==> config.mk <==
export PLATFORM = sky130hd
export DESIGN_NAME = image_buffer_writer_flat
export DESIGN_NICKNAME = d
export VERILOG_FILES = /design/src/rtl/image_buffer_writer_if.sv /design/src/rtl/image_buffer_writer.sv /design/src/flat_wrapper.sv
export SDC_FILE = /design/constraint.sdc
export NUM_CORES = 1
export LEC_CHECK = 0
export ABC_AREA = 1
export BUFFER_PORTS_ARGS = -buffer_cell sky130_fd_sc_hd__buf_4
export CORE_UTILIZATION = 25
export CTS_BUF_LIST = sky130_fd_sc_hd__clkbuf_8
export DETAILED_ROUTE_END_ITERATION = 10
export GPL_ROUTABILITY_DRIVEN = 0
export PLACE_DENSITY_LB_ADDON = 0.15
export SYNTH_ARGS = -nofsm -noshare
export SYNTH_HDL_FRONTEND = slang
export SYNTH_SLANG_ARGS = --single-unit
export TNS_END_PERCENT = 1
==> constraint.sdc <==
create_clock -name clk -period 4.7 [get_ports clk]
set_clock_uncertainty 0.2 [all_clocks]
set_input_delay 0.235 -clock clk [delete_from_list [all_inputs] [get_ports clk]]
set_output_delay 0.235 -clock clk [all_outputs]
set_load 0.005 [all_outputs]
==> src/rtl/image_buffer_writer_if.sv <==
// rtl/image_buffer_writer_if.sv - pixel input stream and frame RAM write bus
//
// Groups the source pixel stream and the RAM write port of the image buffer writer.
//   vs_in    frame sync, active-high, rising edge = start of frame
//   de_in    data enable, high during active pixels of a line
//   data_in  RGB565 pixel, valid when de_in=1
//   wr_en    RAM write strobe
//   wr_addr  RAM write address
//   wr_data  RAM write data
// master: the pixel source / RAM side; slave: the writer block.
interface image_buffer_writer_if;
  logic        vs_in;
  logic        de_in;
  logic [15:0] data_in;
  logic        wr_en;
  logic [15:0] wr_addr;
  logic [15:0] wr_data;

  modport master (
    output vs_in, de_in, data_in,
    input  wr_en, wr_addr, wr_data
  );

  modport slave (
    input  vs_in, de_in, data_in,
    output wr_en, wr_addr, wr_data
  );
endinterface

==> src/rtl/image_buffer_writer.sv <==
// rtl/image_buffer_writer.sv - decimating write side of the scaler frame RAM
//
// Decimates an RGB565 pixel stream by 2^DEC_SHIFT in both axes and writes the
// COL_PIXEL x ROW_PIXEL result row-major at wr_addr = y*COL_PIXEL + x.
//   clk         pixel/system clock
//   rst         synchronous reset, active-high
//   capture_en  capture successive frames; looked at only outside CAPTURE
//   bus         pixel stream in (vs_in/de_in/data_in), RAM write out (wr_en/wr_addr/wr_data)
//   busy        high while a frame is being captured
//   frame_done  1-cycle pulse after the last word of a frame is written
//   frame_err   1-cycle pulse when a frame is aborted by an early vs rising edge
module image_buffer_writer #(
  parameter int COL_PIXEL = 320,
  parameter int ROW_PIXEL = 180,
  parameter int DEC_SHIFT = 2
) (
  input  logic                        clk,
  input  logic                        rst,
  input  logic                        capture_en,
  image_buffer_writer_if.slave        bus,
  output logic                        busy,
  output logic                        frame_done,
  output logic                        frame_err
);

  localparam int XW = $clog2(COL_PIXEL + 1);
  localparam int YW = $clog2(ROW_PIXEL + 1);
  localparam logic [XW-1:0] COL_LIM = XW'(COL_PIXEL);
  localparam logic [YW-1:0] ROW_LIM = YW'(ROW_PIXEL);
  localparam logic [11:0]   SRC_MAX = 12'hFFF;

  typedef enum logic [1:0] {
    IDLE,
    WAIT_FRAME,
    CAPTURE
  } state_t;

  state_t state, state_nxt;

  logic          vs_q, de_q;
  logic          vs_rise, de_fall;
  logic [11:0]   src_x, src_y;
  logic [XW-1:0] dst_x;
  logic [YW-1:0] dst_y;
  logic [15:0]   row_base;
  logic          last_written;
  logic          keep, keep_last;
  logic          start_frame;
  logic          done_nxt, err_nxt;
  logic          wr_en_q;
  logic [15:0]   wr_addr_q, wr_data_q;

  assign vs_rise = bus.vs_in & ~vs_q;
  assign de_fall = de_q & ~bus.de_in;

  // A vs edge always wins over a coincident pixel, so that pixel is never kept.
  assign keep = (state == CAPTURE) && bus.de_in && !vs_rise &&
                (src_x[DEC_SHIFT-1:0] == '0) && (src_y[DEC_SHIFT-1:0] == '0) &&
                (dst_x < COL_LIM) && (dst_y < ROW_LIM);

  assign keep_last = keep && (dst_x == COL_LIM - 1'b1) && (dst_y == ROW_LIM - 1'b1);

  assign busy        = (state == CAPTURE);
  assign bus.wr_en   = wr_en_q;
  assign bus.wr_addr = wr_addr_q;
  assign bus.wr_data = wr_data_q;

  always_comb begin
    state_nxt   = state;
    start_frame = 1'b0;
    done_nxt    = 1'b0;
    err_nxt     = 1'b0;
    case (state)
      IDLE: begin
        if (capture_en) state_nxt = WAIT_FRAME;
      end
      WAIT_FRAME: begin
        if (!capture_en) begin
          state_nxt = IDLE;
        end else if (vs_rise) begin
          state_nxt   = CAPTURE;
          start_frame = 1'b1;
        end
      end
      CAPTURE: begin
        // Completion outranks a coincident vs edge; that edge is then lost,
        // so the following frame is skipped.
        if (last_written) begin
          done_nxt  = 1'b1;
          state_nxt = capture_en ? WAIT_FRAME : IDLE;
        end else if (vs_rise) begin
          err_nxt     = 1'b1;
          start_frame = 1'b1;
        end
      end
      default: state_nxt = IDLE;
    endcase
  end

  always_ff @(posedge clk) begin
    if (rst) begin
      state        <= IDLE;
      vs_q         <= 1'b0;
      de_q         <= 1'b0;
      src_x        <= '0;
      src_y        <= '0;
      dst_x        <= '0;
      dst_y        <= '0;
      row_base     <= '0;
      last_written <= 1'b0;
      wr_en_q      <= 1'b0;
      wr_addr_q    <= '0;
      wr_data_q    <= '0;
      frame_done   <= 1'b0;
      frame_err    <= 1'b0;
    end else begin
      state        <= state_nxt;
      vs_q         <= bus.vs_in;
      de_q         <= bus.de_in;
      frame_done   <= done_nxt;
      frame_err    <= err_nxt;
      wr_en_q      <= keep;
      last_written <= keep_last;

      if (keep) begin
        wr_addr_q <= row_base + 16'(dst_x);
        wr_data_q <= bus.data_in;
      end

      if (start_frame) begin
        src_x    <= '0;
        src_y    <= '0;
        dst_x    <= '0;
        dst_y    <= '0;
        row_base <= '0;
      end else begin
        if (de_fall) begin
          src_x <= '0;
          if (src_y != SRC_MAX) src_y <= src_y + 1'b1;
          dst_x <= '0;
          // Only lines that produced a write advance the destination row.
          if (dst_x != '0) begin
            dst_y    <= dst_y + 1'b1;
            row_base <= row_base + 16'(COL_PIXEL);
          end
        end else begin
          if (bus.de_in && src_x != SRC_MAX) src_x <= src_x + 1'b1;
          if (keep) dst_x <= dst_x + 1'b1;
        end
      end
    end
  end

endmodule

==> src/flat_wrapper.sv <==
// flat-port wrapper written by rule: the top's interface ports become plain ports
module image_buffer_writer_flat 
#(
  parameter int COL_PIXEL = 320,
  parameter int ROW_PIXEL = 180,
  parameter int DEC_SHIFT = 2
)
  (clk, rst, capture_en, busy, frame_done, frame_err, bus_vs_in, bus_de_in, bus_data_in, bus_wr_en, bus_wr_addr, bus_wr_data);
  image_buffer_writer_if bus_i ();
  input  logic clk;
  input  logic rst;
  input  logic capture_en;
  output logic busy;
  output logic frame_done;
  output logic frame_err;
  input wire logic [$bits(bus_i.vs_in)-1:0] bus_vs_in;
  input wire logic [$bits(bus_i.de_in)-1:0] bus_de_in;
  input wire logic [$bits(bus_i.data_in)-1:0] bus_data_in;
  output wire logic [$bits(bus_i.wr_en)-1:0] bus_wr_en;
  output wire logic [$bits(bus_i.wr_addr)-1:0] bus_wr_addr;
  output wire logic [$bits(bus_i.wr_data)-1:0] bus_wr_data;
  assign bus_i.vs_in = bus_vs_in;
  assign bus_i.de_in = bus_de_in;
  assign bus_i.data_in = bus_data_in;
  assign bus_wr_en = bus_i.wr_en;
  assign bus_wr_addr = bus_i.wr_addr;
  assign bus_wr_data = bus_i.wr_data;
  image_buffer_writer #(.COL_PIXEL(COL_PIXEL), .ROW_PIXEL(ROW_PIXEL), .DEC_SHIFT(DEC_SHIFT)) u_core (.clk(clk), .rst(rst), .capture_en(capture_en), .bus(bus_i), .busy(busy), .frame_done(frame_done), .frame_err(frame_err));
endmodule
==> flow_summary.toml <==
[power]
ir_drop_v = 0.000109
power.static_leakage_nw = 2.42
power_density_nw_per_um2 = 306

[timing]
finalHoldViolations = 0
fmax_mhz = 352
finalCriticalPeriod_ps = 2840
slew_headroom = 0.378
setup_viol = 0
worst_pin_slew_ps = 933
min_period_over_period = 0.604
slew_violations = 0
rsz0062_at_grt = "no"
setup_tns_ps = 0

[setup_path]
end_kind = "flop"
path_class = "flop to flop"
cp_max_fo = 20
cp.arrival_ps = 2960
worst_setup_path_start_kind = "flop"
cp.required_ps = 4820
r2r_cells = 12

[global_route]
grt_usage = 0.125
grt_pass1_wl_um = 18300
grt_max_degree = 39
antenna_found_initial = 0
gr-total-overflow = 0
grt_pass1_vias = 3836

[synth]
yosys.area_share.adder = 0.0467
synth-xor-area-share = 0.0473
syn_nets = 685
synth-compound-area-share = 0.105
ys_ff_latch = 91
syn_avg_cell_area_um2 = 6.86
yosys.area.top_type = "dfxtp_1"
yosys.area_share.simple = 0.309
netlist_top_cells_area = "dfxtp_1 41%, nand2_1 13%, nor2_1 9.3%"
synth-seq-area-share = 0.410
async_flop_share = 0
ys_types = 27
syn_area_um2 = 4450
synthMuxAreaShare = 0
syn_inst = 648
synth_top_family_by_area = "simple AND/OR/NAND/NOR gates"
ys_warn_count = 0
synth_edf_count = 0
synthFlopType = "dfxtp_1"
synth_top_area_frac = 0.410

[run]
drv_cap = 0

[cells_and_area]
antenna_cells = 0
fill_cells = 1893
syn_to_final_growth_pct = 23.6
final_common_cell = "nand2_1"
drive_above_1_share = 0.115
final_cell_mix = "159 x nand2_1, 110 x nor2_1, 91 x dfxtp_1"
fin_area_um2 = 5500
nNetsFinal = 753

[drt]
drt_iter0_drc = 202
wl_per_cell_um = 11.4
postRouteAntennaNets = 0
routed_wl_um = 10800
drc_errors = 0
post_drt_via_cell_ratio = 4.34
num_vias = 4106
drt_pass1_iterations = 4

[die]
dieHeight_um = 135
start_util = 0.256
dieArea_um2 = 18300
pin_count = 57
fp.coreArea_um2 = 17400
chipWidth_um = 135
rows = 48

[clock_network]
postCtsSetupRepairBufs = 0
cts.path.max_buffers = 2
cts_root_buf = "clkbuf_8"
cts_buffers = 9
clock-sinks = 91
tritoncts = "done"
clock_latency_ps = 380
clkSlewWorstSetupHoldPaths_ps = 100
htree_levels = 3

[place]
io_buffers = 56
placed_area_um2 = 5070
dp_hpwl_um = 7550

[outcome]
status = "completed"

[worst_hold_path]
holdPathStages = 3
hp-class = "input port to flop"
==> kinds of logic (layout without fill, tap and decap cells) <==
family	count (synthesis)	after routing
simple gates	335	335
flops	91	91
xor+xnor	24	24
fa+ha+maj	16	16
buf+inv	92	165
compound gates	90	90
==> registers in the layout (all words and copies together) (netlist names) <==
name,count
u_core.frame_done,1
u_core.src_y,12
u_core.bus.wr_data,16
u_core.dst_x,9
u_core.dst_y,8
u_core.bus.wr_en,1
u_core.src_x,12
u_core.last_written,1
u_core.bus.wr_addr,16
u_core.row_base,10
u_core.state,2
u_core.frame_err,1
u_core.vs_q,1
u_core.de_q,1
==> per-layer routing <==
| layer | GRT usage | routed length [um] | part of all wire | up-vias |
|---|---|---|---|---|
| li1 | - | - | - | 2190 |
| met1 | 0.164 | 5420 | 0.50 | 1823 |
| met2 | 0.199 | 4730 | 0.44 | 81 |
| met3 | 0.0228 | 428 | 0.040 | 12 |
| met4 | 0.0543 | 179 | 0.017 | 0 |
| met5 | 0 | 0 | 0 | - |
==> path summary, 6_finish.rpt <==
check,from,endpoint,slack [ps]
setup reg to reg,u_core.state[0],u_core.dst_x[1],1860
hold reg to reg,u_core.bus.wr_addr[2],u_core.bus.wr_addr[2],270
hold / removal,bus_de_in,u_core.src_x[3],20
setup / recovery,u_core.state[0],u_core.dst_x[1],1860
==> worst max-delay path, cell delays in order, from the launching register on <==
cell	delay [ps]
dfxtp_1	370
inv_1	90
ha_1	250
nand2_1	120
nand2_1	60
nand3_1	70
nand2_1	60
buf_4	220
inv_1	320
nand2_1	460
inv_1	310
o21ai_0	120
nor2_1	110
==> power by group <==
part	internal (mW)	leakage (nW)	switching, mW
Combinational	0.104	1.57	0.140
Sequential	0.806	0.735	0.0232
Clock	0.315	0.114	0.294
==> synth_stat cells (6+ instances only) <==
library cell and count:
nand3_1 37, a31oi_1 6, o21ai_0 32, nand4_1 13, nor3_1 7, a21oi_1 45
nor2_1 110, xor2_1 21, nand2_1 159, clkbuf_1 9, ha_1 15, dfxtp_1 91
inv_1 68, buf_2 11
==> per-stage QoR <==
stage	std cells	power [mW]	setup slack, ps	util	hold WS [ps]
after floorplan	648	0.982	2870	-	156
after global placement	910	1.07	1900	0.292	252
after detailed placement	910	1.08	1790	0.292	261
after CTS	946	1.72	1760	0.317	3.07
after global routing	946	1.79	1490	0.317	30.4
final	946	1.68	1860	0.317	22.7
==> layout make-up <==
| class | instances | area, um2 | area share |
|---|---|---|---|
| Clock inverter | 6 | 88.8 | 0.0162 |
| Inverter | 69 | 259 | 0.0471 |
| Tap cell | 225 | 282 | 0.0512 |
| Sequential cell | 91 | 1820 | 0.331 |
| Clock buffer | 10 | 138 | 0.0250 |
| Timing Repair Buffer | 80 | 651 | 0.118 |
| Multi-Input combinational cell | 465 | 2260 | 0.411 |
==> timing repair <==
| item | CTS | global route |
|---|---|---|
| gates resized for setup | 0 | 0 |
| endpoints found under the setup margin | 0 | 0 |
| endpoints found under the hold margin | 24 | 0 |
| hold buffers | 20 | 0 |
(Power assumes the default switching activity.)
